===== src/rtl/csr_to_mbram_bridge_pkg.sv =====
// Shared types and helpers for the CSR to multi-bank RAM bridge.
package csr_to_mbram_bridge_pkg;

   // Widest word the helpers handle; callers zero-extend narrower words.
   localparam int unsigned MAX_WORD_BITS = 32'd1024;
   localparam int unsigned MAX_BYTES     = MAX_WORD_BITS / 32'd8;

   typedef enum logic [2:0] {
      ST_IDLE     = 3'd0,
      ST_RD_WAIT  = 3'd1,
      ST_RMW_WAIT = 3'd2,
      ST_RMW_WR   = 3'd3,
      ST_DONE     = 3'd4
   } bridge_state_e;

   typedef struct packed {
      logic [MAX_BYTES-1:0] byte_en;  // lanes whose eight enable bits are all set
      logic                 partial;  // some lane has a mix of set and clear bits
   } byte_en_t;

   // Classify each byte lane of a per-bit enable as full, empty or partial.
   function automatic byte_en_t to_byte_en(input logic [MAX_WORD_BITS-1:0] bit_en);
      byte_en_t res;
      res.byte_en = '0;
      res.partial = 1'b0;
      for (int i = 0; i < int'(MAX_BYTES); i++) begin
         if (bit_en[i*8 +: 8] == 8'hFF) begin
            res.byte_en[i] = 1'b1;
         end else if (bit_en[i*8 +: 8] != 8'h00) begin
            res.partial = 1'b1;
         end else begin
            res.byte_en[i] = 1'b0;
         end
      end
      return res;
   endfunction

   // Bitwise merge: enabled bits come from new_word, the rest from old_word.
   function automatic logic [MAX_WORD_BITS-1:0] merge_bits(
      input logic [MAX_WORD_BITS-1:0] old_word,
      input logic [MAX_WORD_BITS-1:0] new_word,
      input logic [MAX_WORD_BITS-1:0] bit_en);
      return (old_word & ~bit_en) | (new_word & bit_en);
   endfunction

endpackage


===== src/rtl/csr_to_mbram_bridge_rd_lat_timer.sv =====
// Down-counter that times the RAM read latency; done once it has run out.
module rd_lat_timer #(
   parameter  int unsigned MAX_LAT = 32'd8,
   localparam int unsigned CNT_W   = $clog2(MAX_LAT + 32'd1)
)(
   input  logic i_clk,
   input  logic i_async_rst_n,
   input  logic i_load,
   input  logic i_count,
   output logic o_done
);

   logic [CNT_W-1:0] cnt_d;
   logic [CNT_W-1:0] cnt_q;

   // Next count: reload on request, otherwise count down and stop at zero.
   always_comb begin
      cnt_d = cnt_q;
      if (i_load) begin
         cnt_d = CNT_W'(MAX_LAT);
      end else if (i_count && (cnt_q != '0)) begin
         cnt_d = cnt_q - CNT_W'(1'b1);
      end else begin
         cnt_d = cnt_q;
      end
   end

   // Counter register, cleared by reset.
   always_ff @(posedge i_clk or negedge i_async_rst_n) begin
      if (!i_async_rst_n) begin
         cnt_q <= '0;
      end else begin
         cnt_q <= cnt_d;
      end
   end

   assign o_done = (cnt_q == '0);

endmodule


===== src/rtl/csr_to_mbram_bridge.sv =====
// Bridges single-word CSR accesses onto a set of RAM banks, doing a
// read-modify-write whenever a write enables only part of a byte lane.
module csr_to_mbram_bridge
   import csr_to_mbram_bridge_pkg::*;
#(
   parameter  int unsigned WORD_BIT_WIDTH      = 32'd32,
   parameter  int unsigned NUM_BANKS           = 32'd3,
   parameter  int unsigned BANK_DEPTH          = 32'd8,
   parameter  int unsigned RAM_RD_LATENCY      = 32'd2,
   localparam int unsigned BYTES               = WORD_BIT_WIDTH / 32'd8,
   localparam int unsigned LB_W                = $clog2(BYTES),
   localparam int unsigned WA_W                = $clog2(BANK_DEPTH),
   localparam int unsigned BK_W                = (NUM_BANKS > 32'd1) ? $clog2(NUM_BANKS) : 32'd1,
   localparam int unsigned BYTE_ADDR_BIT_WIDTH = BK_W + WA_W + LB_W
)(
   input  logic                                i_clk,
   input  logic                                i_async_rst_n,
   input  logic                                i_acc_req,
   input  logic [BYTE_ADDR_BIT_WIDTH-1:0]      i_byte_addr,
   input  logic                                i_acc_req_is_wr,
   input  logic [WORD_BIT_WIDTH-1:0]           i_wr_data,
   input  logic [WORD_BIT_WIDTH-1:0]           i_wr_bit_en,
   output logic                                o_rd_ack,
   output logic                                o_wr_ack,
   output logic                                o_err,
   output logic [WORD_BIT_WIDTH-1:0]           o_rd_data,
   output logic                                o_busy,
   output logic [NUM_BANKS-1:0]                o_ram_we,
   output logic [NUM_BANKS-1:0]                o_ram_re,
   output logic [WA_W-1:0]                     o_ram_word_addr,
   output logic [WORD_BIT_WIDTH-1:0]           o_ram_wr_data,
   output logic [BYTES-1:0]                    o_ram_wr_byte_en,
   input  logic [NUM_BANKS*WORD_BIT_WIDTH-1:0] i_ram_rd_data
);

   if ((WORD_BIT_WIDTH < 32'd8) || ((WORD_BIT_WIDTH & (WORD_BIT_WIDTH - 32'd1)) != 32'd0) ||
       (WORD_BIT_WIDTH > MAX_WORD_BITS / 32'd2)) begin : g_bad_word_width
      $error("csr_to_mbram_bridge: WORD_BIT_WIDTH must be a power of 2, 8..%0d", MAX_WORD_BITS / 2);
   end
   if ((NUM_BANKS < 32'd1) || (NUM_BANKS > 32'd16)) begin : g_bad_num_banks
      $error("csr_to_mbram_bridge: NUM_BANKS must be 1..16");
   end
   if ((BANK_DEPTH < 32'd2) || ((BANK_DEPTH & (BANK_DEPTH - 32'd1)) != 32'd0)) begin : g_bad_depth
      $error("csr_to_mbram_bridge: BANK_DEPTH must be a power of 2, at least 2");
   end
   if ((RAM_RD_LATENCY < 32'd1) || (RAM_RD_LATENCY > 32'd8)) begin : g_bad_latency
      $error("csr_to_mbram_bridge: RAM_RD_LATENCY must be 1..8");
   end

   bridge_state_e               state_d, state_q;
   logic                        ready_d, ready_q;
   logic [BK_W-1:0]             bank_d, bank_q;
   logic [WA_W-1:0]             word_d, word_q;
   logic [WORD_BIT_WIDTH-1:0]   wdata_d, wdata_q;
   logic [WORD_BIT_WIDTH-1:0]   bit_en_d, bit_en_q;
   logic [NUM_BANKS-1:0]        ram_we_d, ram_we_q, ram_re_d, ram_re_q;
   logic [WA_W-1:0]             ram_word_addr_d, ram_word_addr_q;
   logic [WORD_BIT_WIDTH-1:0]   ram_wr_data_d, ram_wr_data_q;
   logic [BYTES-1:0]            ram_wr_byte_en_d, ram_wr_byte_en_q;
   logic                        rd_ack_d, rd_ack_q, wr_ack_d, wr_ack_q, err_d, err_q, busy_d, busy_q;
   logic [WORD_BIT_WIDTH-1:0]   rd_data_d, rd_data_q;

   logic [BK_W-1:0]             bank_in_s;
   logic [WA_W-1:0]             word_in_s;
   logic                        in_range_s;
   logic [NUM_BANKS-1:0]        hot_in_s, hot_q_s;
   logic [MAX_WORD_BITS-1:0]    be_in_ext_s, old_ext_s, wdata_ext_s, be_q_ext_s, merged_ext_s;
   byte_en_t                    be_in_s;
   logic [BYTES-1:0]            be_lanes_s;
   logic [WORD_BIT_WIDTH-1:0]   bank_rd_s, merged_s;
   logic                        tmr_load_s, tmr_count_s, tmr_done_s;
   logic                        unused_bits_s;

   assign bank_in_s  = i_byte_addr[BYTE_ADDR_BIT_WIDTH-1 -: BK_W];
   assign word_in_s  = i_byte_addr[LB_W +: WA_W];
   assign in_range_s = ({1'b0, bank_in_s} < (BK_W + 1)'(NUM_BANKS));
   assign hot_in_s   = NUM_BANKS'(1'b1) << bank_in_s;
   assign hot_q_s    = NUM_BANKS'(1'b1) << bank_q;

   // Select the addressed bank's read data and widen words for the helpers.
   always_comb begin
      bank_rd_s = '0;
      for (int k = 0; k < int'(NUM_BANKS); k++) begin
         bank_rd_s = bank_rd_s | ((bank_q == BK_W'(k)) ?
                     i_ram_rd_data[k*WORD_BIT_WIDTH +: WORD_BIT_WIDTH] : '0);
      end
      be_in_ext_s = '0;
      be_in_ext_s[WORD_BIT_WIDTH-1:0] = i_wr_bit_en;
      old_ext_s   = '0;
      old_ext_s[WORD_BIT_WIDTH-1:0] = bank_rd_s;
      wdata_ext_s = '0;
      wdata_ext_s[WORD_BIT_WIDTH-1:0] = wdata_q;
      be_q_ext_s  = '0;
      be_q_ext_s[WORD_BIT_WIDTH-1:0] = bit_en_q;
   end

   assign be_in_s       = to_byte_en(be_in_ext_s);
   assign be_lanes_s    = be_in_s.byte_en[BYTES-1:0];
   assign merged_ext_s  = merge_bits(old_ext_s, wdata_ext_s, be_q_ext_s);
   assign merged_s      = merged_ext_s[WORD_BIT_WIDTH-1:0];
   assign unused_bits_s = ^{i_byte_addr, be_in_s, merged_ext_s};
   assign ready_d       = 1'b1;

   rd_lat_timer #(
      .MAX_LAT (RAM_RD_LATENCY)
   ) u_rd_lat_timer (
      .i_clk         (i_clk),
      .i_async_rst_n (i_async_rst_n),
      .i_load        (tmr_load_s),
      .i_count       (tmr_count_s),
      .o_done        (tmr_done_s)
   );

   // Next-state and next-output logic; strobes and acks default to idle.
   always_comb begin
      state_d          = state_q;
      bank_d           = bank_q;
      word_d           = word_q;
      wdata_d          = wdata_q;
      bit_en_d         = bit_en_q;
      ram_we_d         = '0;
      ram_re_d         = '0;
      ram_word_addr_d  = ram_word_addr_q;
      ram_wr_data_d    = ram_wr_data_q;
      ram_wr_byte_en_d = ram_wr_byte_en_q;
      rd_ack_d         = 1'b0;
      wr_ack_d         = 1'b0;
      err_d            = 1'b0;
      rd_data_d        = rd_data_q;
      tmr_load_s       = 1'b0;
      tmr_count_s      = 1'b0;
      case (state_q)
         ST_IDLE: begin
            if (i_acc_req && ready_q) begin
               bank_d   = bank_in_s;
               word_d   = word_in_s;
               wdata_d  = i_wr_data;
               bit_en_d = i_wr_bit_en;
               state_d  = ST_DONE;
               if (!in_range_s) begin
                  err_d    = 1'b1;
                  wr_ack_d = i_acc_req_is_wr;
                  rd_ack_d = !i_acc_req_is_wr;
                  rd_data_d = i_acc_req_is_wr ? rd_data_q : '0;
               end else if (!i_acc_req_is_wr || be_in_s.partial) begin
                  // Reads and partial-lane writes both start by reading the word.
                  ram_re_d        = hot_in_s;
                  ram_word_addr_d = word_in_s;
                  tmr_load_s      = 1'b1;
                  state_d         = i_acc_req_is_wr ? ST_RMW_WAIT : ST_RD_WAIT;
               end else if (be_lanes_s == '0) begin
                  wr_ack_d = 1'b1;
               end else begin
                  ram_we_d         = hot_in_s;
                  ram_word_addr_d  = word_in_s;
                  ram_wr_data_d    = i_wr_data;
                  ram_wr_byte_en_d = be_lanes_s;
                  wr_ack_d         = 1'b1;
               end
            end else begin
               state_d = ST_IDLE;
            end
         end
         ST_RD_WAIT: begin
            tmr_count_s = 1'b1;
            if (tmr_done_s) begin
               rd_data_d = bank_rd_s;
               rd_ack_d  = 1'b1;
               state_d   = ST_DONE;
            end else begin
               state_d = ST_RD_WAIT;
            end
         end
         ST_RMW_WAIT: begin
            tmr_count_s = 1'b1;
            if (tmr_done_s) begin
               ram_we_d         = hot_q_s;
               ram_word_addr_d  = word_q;
               ram_wr_data_d    = merged_s;
               ram_wr_byte_en_d = {BYTES{1'b1}};
               wr_ack_d         = 1'b1;
               state_d          = ST_RMW_WR;
            end else begin
               state_d = ST_RMW_WAIT;
            end
         end
         ST_RMW_WR: state_d = ST_IDLE;
         ST_DONE:   state_d = ST_IDLE;
         default:   state_d = ST_IDLE;
      endcase
      busy_d = (state_d != ST_IDLE);
   end

   // State, latched request and registered outputs, all cleared by reset.
   always_ff @(posedge i_clk or negedge i_async_rst_n) begin
      if (!i_async_rst_n) begin
         state_q          <= ST_IDLE;
         ready_q          <= 1'b0;
         bank_q           <= '0;
         word_q           <= '0;
         wdata_q          <= '0;
         bit_en_q         <= '0;
         ram_we_q         <= '0;
         ram_re_q         <= '0;
         ram_word_addr_q  <= '0;
         ram_wr_data_q    <= '0;
         ram_wr_byte_en_q <= '0;
         rd_ack_q         <= 1'b0;
         wr_ack_q         <= 1'b0;
         err_q            <= 1'b0;
         rd_data_q        <= '0;
         busy_q           <= 1'b0;
      end else begin
         state_q          <= state_d;
         ready_q          <= ready_d;
         bank_q           <= bank_d;
         word_q           <= word_d;
         wdata_q          <= wdata_d;
         bit_en_q         <= bit_en_d;
         ram_we_q         <= ram_we_d;
         ram_re_q         <= ram_re_d;
         ram_word_addr_q  <= ram_word_addr_d;
         ram_wr_data_q    <= ram_wr_data_d;
         ram_wr_byte_en_q <= ram_wr_byte_en_d;
         rd_ack_q         <= rd_ack_d;
         wr_ack_q         <= wr_ack_d;
         err_q            <= err_d;
         rd_data_q        <= rd_data_d;
         busy_q           <= busy_d;
      end
   end

   assign o_rd_ack         = rd_ack_q;
   assign o_wr_ack         = wr_ack_q;
   assign o_err            = err_q;
   assign o_rd_data        = rd_data_q;
   assign o_busy           = busy_q;
   assign o_ram_we         = ram_we_q;
   assign o_ram_re         = ram_re_q;
   assign o_ram_word_addr  = ram_word_addr_q;
   assign o_ram_wr_data    = ram_wr_data_q;
   assign o_ram_wr_byte_en = ram_wr_byte_en_q;

endmodule


===== config.mk =====
export PLATFORM = sky130hd
export DESIGN_NAME = csr_to_mbram_bridge
export DESIGN_NICKNAME = d
export VERILOG_FILES = /design/src/rtl/csr_to_mbram_bridge_pkg.sv /design/src/rtl/csr_to_mbram_bridge_rd_lat_timer.sv /design/src/rtl/csr_to_mbram_bridge.sv
export SDC_FILE = /design/constraint.sdc
export NUM_CORES = 1
export LEC_CHECK = 0
export BUFFER_PORTS_ARGS = -buffer_cell sky130_fd_sc_hd__buf_4
export CORE_ASPECT_RATIO = 0.7
export CORE_MARGIN = 2
export CORE_UTILIZATION = 51
export CTS_CLUSTER_DIAMETER = 100
export CTS_CLUSTER_SIZE = 16
export DETAILED_ROUTE_END_ITERATION = 16
export HOLD_SLACK_MARGIN = 0.12
export PLACE_DENSITY = 0.81
export SETUP_SLACK_MARGIN = 0.15
export SLEW_MARGIN = 20
export SYNTH_ARGS = -nofsm -noshare
export SYNTH_HDL_FRONTEND = slang
export SYNTH_HIERARCHICAL = 1
export SYNTH_SLANG_ARGS = --single-unit

===== constraint.sdc =====
create_clock -name i_clk -period 2.9 [get_ports i_clk]
set_clock_uncertainty 0.05 [all_clocks]
set_input_delay 0.435 -clock i_clk [delete_from_list [all_inputs] [get_ports i_clk]]
set_output_delay 0.435 -clock i_clk [all_outputs]
set_load 0.1 [all_outputs]

==> results.txt <==
The run finished with clean final reports. Cells with a size suffix above 1 make up 32.9% of the layout. The critical path starts at state_q[0].

The number of routed nets with antenna violations is 0, and the global-route wire length before repair is 34.7 mm. The routed layout has 6767 vias. The minimum clock period is 2.47 ns, and the final estimated routing congestion in global placement is 0.887. The total area inside the core boundary comes to 14600 sq um.

Global routing consumed, on the met3 layer, 7.42% of the routing resources. For this run, global-route usage on met1 was measured as 38.7%. The placed wire-length estimate is 15.9 mm.

The placement row count was 37; the die extent in y was 106 um. Measured along the x axis, the die boundary spans 150 um. During placement, the flow inserted port buffers numbering 249. The post-detailed-route wirelength per cell was 17.7 um; the final net count was 1218. For the number of top-level pins, the log shows 252.

The share of the yosys chip area belonging to registers was 51.5%; the data required time at the worst endpoint was 3.15 ns. The cell area that synthesis handed to floorplanning was 7580 sq um. The reg-to-reg critical path endpoint is o_ram_word_addr[0]. In the finished design, the share of the clock period the worst path needs comes to 85.3%. After detailed routing, the total wire length is 22.2 mm.

The ratio of routed vias to standard cells was 5.40; the clock sink total was 156. Hold is met by 0.170 ns. Of all flip-flops after synthesis, the portion carrying an async set or reset was 100%. Once routing completed, OpenROAD measured the worst setup slack at 0.427 ns. After clock tree synthesis, the clock-pin slew on the worst setup and hold paths is 0.07 ns. The synthesis-to-finish area growth is 35.5%. Endpoint of the most critical setup path: o_ram_word_addr[0]. TritonCTS built the clock tree.

Element type at the critical path start: a flip-flop. The most crowded layer after global routing is met2. The starting utilization of the core area was 51.8%; the mean cell area of the mapped netlist was 9.40 sq um. For the number of max-cap violations, the log shows 0.

STA classifies the critical path endpoint as a flip-flop. The worst slack at placement was 0.137 ns; the total iterations of the first detailed-routing run was 5. The tools report the launch point of the worst reg-to-reg path as state_q[0]. The final count of hold timing violations was 0; the maximum fanout encountered on the critical timing path was 72.

The root buffer cell chosen for the clock tree is clkbuf_16. The run gives 0 as the number of antenna violations at the first check in global routing. The run gives 6 as the number of warnings reported in the yosys synthesis log. Most used flip-flop cell after synthesis: dfrtp_1.

Counting along the longest clock path gives a buffer depth of 2. The final setup violation count is 0, and the synthesized instance count is 806. The post-CTS setup repair buffer count was 0; the register area was 3910 sq um. Counting cells, the worst reg-to-reg path comes to 6.

The count of state elements after synthesis is 156, and the number of gates resized after cts is 0. The power density over the cells came out at 1370 nW/um^2. The die covers 15900 sq um.

Once layout is complete, the utilization of the core stands at 70.2%. The logs give 28.4% for the global-route usage over all layers and 1221 for the total placed cells including tap cells. The number of levels in the clock H-tree was 4.

For the maximum number of pins on one net before global-route repair, the log shows 73. The cell accounting for the most synthesized area is dfrtp_1. For this block, the initial DRC count from the detailed router was 418.

The fraction of met2 tracks used by global routing was 46.1%. Sorting the synthesized cells by area gives the leading types as dfrtp_1, nand2_1, mux2_4. The setup TNS after final layout was 0 ns; the final instance area was 10300 sq um.

The post-route non-filler standard cell count was 1254. The critical path is of the reg2reg type. The overall power after layout is 14.1 mW. Summing all placed instances gives a cell area of 9690 sq um. The post-synthesis net count was 978. Counting flops with a built-in enable in the synthesized netlist gives 0. The library cell used most frequently in the layout, excluding fill and tap cells, is nand2_1. The number of clock buffers added by TritonCTS is 17.

The analysis attributes to cell leakage a power of 5.28 nW. In this run the register-to-register setup slack is 0.43 ns. The critical path arrival is 2.73 ns, and the slew at the pin with the worst max-slew slack is 0.797 ns.

The kind of path behind the tightest hold check was in2reg. Setup repair after global routing left no endpoint under its margin. The number of global-route vias before repair is 6609.

The number of fill cells in the layout is 1147. Summed over all layers, the global routing overflow is 0. 0 antenna diodes ended up in the layout. The area fraction of the dominant cell type after synthesis is 51.5%. In the layout the commonest cells are nand2_1, buf_4, dfrtp_1. Clock latency on the worst-skew pair, taken at its later pin, is 0.42 ns. For the total count of max-transition violations in the final report, the log shows 0. Measured against its own limit, the worst slew margin works out to 46.8%. The run gives 0 as the DRC violation count after routing.

VDD sags by at most 614 uV. Static timing analysis puts the maximum clock frequency at 404 MHz. The tools report the number of distinct library cells after synthesis as 42. In the final layout, the multi-input gates occupy 3440 sq um.
==> worst max-delay path, stage by stage, from the launching register on <==
cell	delay (ns)
dfrtp_1	0.43
nor3_1	0.48
nand3_2	0.13
buf_4	0.37
o2bb2ai_1	0.26
a31oi_2	0.28
mux2_1	0.36
==> synthesized netlist by cell type (2+ instances only) <==
cell	instances
nor3_1	2
buf_1	3
nor2b_1	3
inv_1	6
mux2_1	3
nand3_1	2
nand2_1	291
or3_1	3
dfrtp_1	156
mux2_2	6
nor4_1	4
mux2_4	31
a2bb2oi_1	32
o31ai_1	34
or4_1	4
o21ai_0	38
clkbuf_1	39
nand4_1	9
buf_12	3
nor2_1	49
a21oi_1	35
mux2i_1	33
==> routing by layer <==
| metal | vias to the layer above | share of wire [%] |
|---|---|---|
| li1 | 3240 | - |
| met1 | 3265 | 43 |
| met2 | 252 | 48 |
| met3 | 10 | 7.9 |
| met4 | 0 | 0.52 |
| met5 | - | 0 |
==> worst min-delay path by stage <==
stage / from / end / slack [ns] / cells past startpoint
5_1_grt: i_wr_data[0] / wdata_q[0] / 0.15 / 3
3_3_place_gp: i_async_rst_n / o_rd_data[9] / 0.36 / 1
4_1_cts: i_wr_data[26] / wdata_q[26] / 0.16 / 3
2_1_floorplan: i_async_rst_n / bank_q[0] / 0.09 / 0
6_report: i_wr_data[26] / wdata_q[26] / 0.17 / 3
3_5_place_dp: i_async_rst_n / o_rd_data[9] / 0.36 / 1
==> power by group <==
part | internal, mW | switching [mW] | total, mW
registers | 3.19 | 0.759 | 3.95
logic | 2.24 | 5.72 | 7.96
clock network | 1.16 | 0.983 | 2.14
==> cells by family after synthesis <==
logic type | share of synthesized area (%)
buf+inv | 3.38
mux | 11.8
other cells | 0.0495
fa+ha+maj | 0.165
simple gates | 20.2
compound gates | 12.8
flops | 51.5
==> registers in the layout, summed over array words and instances (netlist names) <==
| signal | flops |
|---|---|
| bank_q | 2 |
| bit_en_q | 32 |
| o_busy | 1 |
| o_err | 1 |
| o_ram_re | 3 |
| o_ram_we | 3 |
| o_ram_word_addr | 3 |
| o_ram_wr_byte_en | 4 |
| o_ram_wr_data | 32 |
| o_rd_ack | 1 |
| o_rd_data | 32 |
| o_wr_ack | 1 |
| ready_q | 1 |
| state_q | 3 |
| u_rd_lat_timer/cnt_q | 2 |
| wdata_q | 32 |
| word_q | 3 |
==> cell type report <==
class                      instances  share of cell area (%)
clock buffer                      18                    4.28
clock inverter                    14                    1.23
inverter                           6                   0.219
multi-input combinational        597                    33.5
sequential                       156                    38.0
tap                              195                    2.38
timing repair buffer             268                    20.4
==> repair_timing <==
| action | in CTS | in global routing |
|---|---|---|
| endpoints found under the setup margin | 0 | 0 |
| hold endpoints to repair | 46 | 0 |
| hold buffers | 1 | 0 |
(Power assumes the default switching activity.)
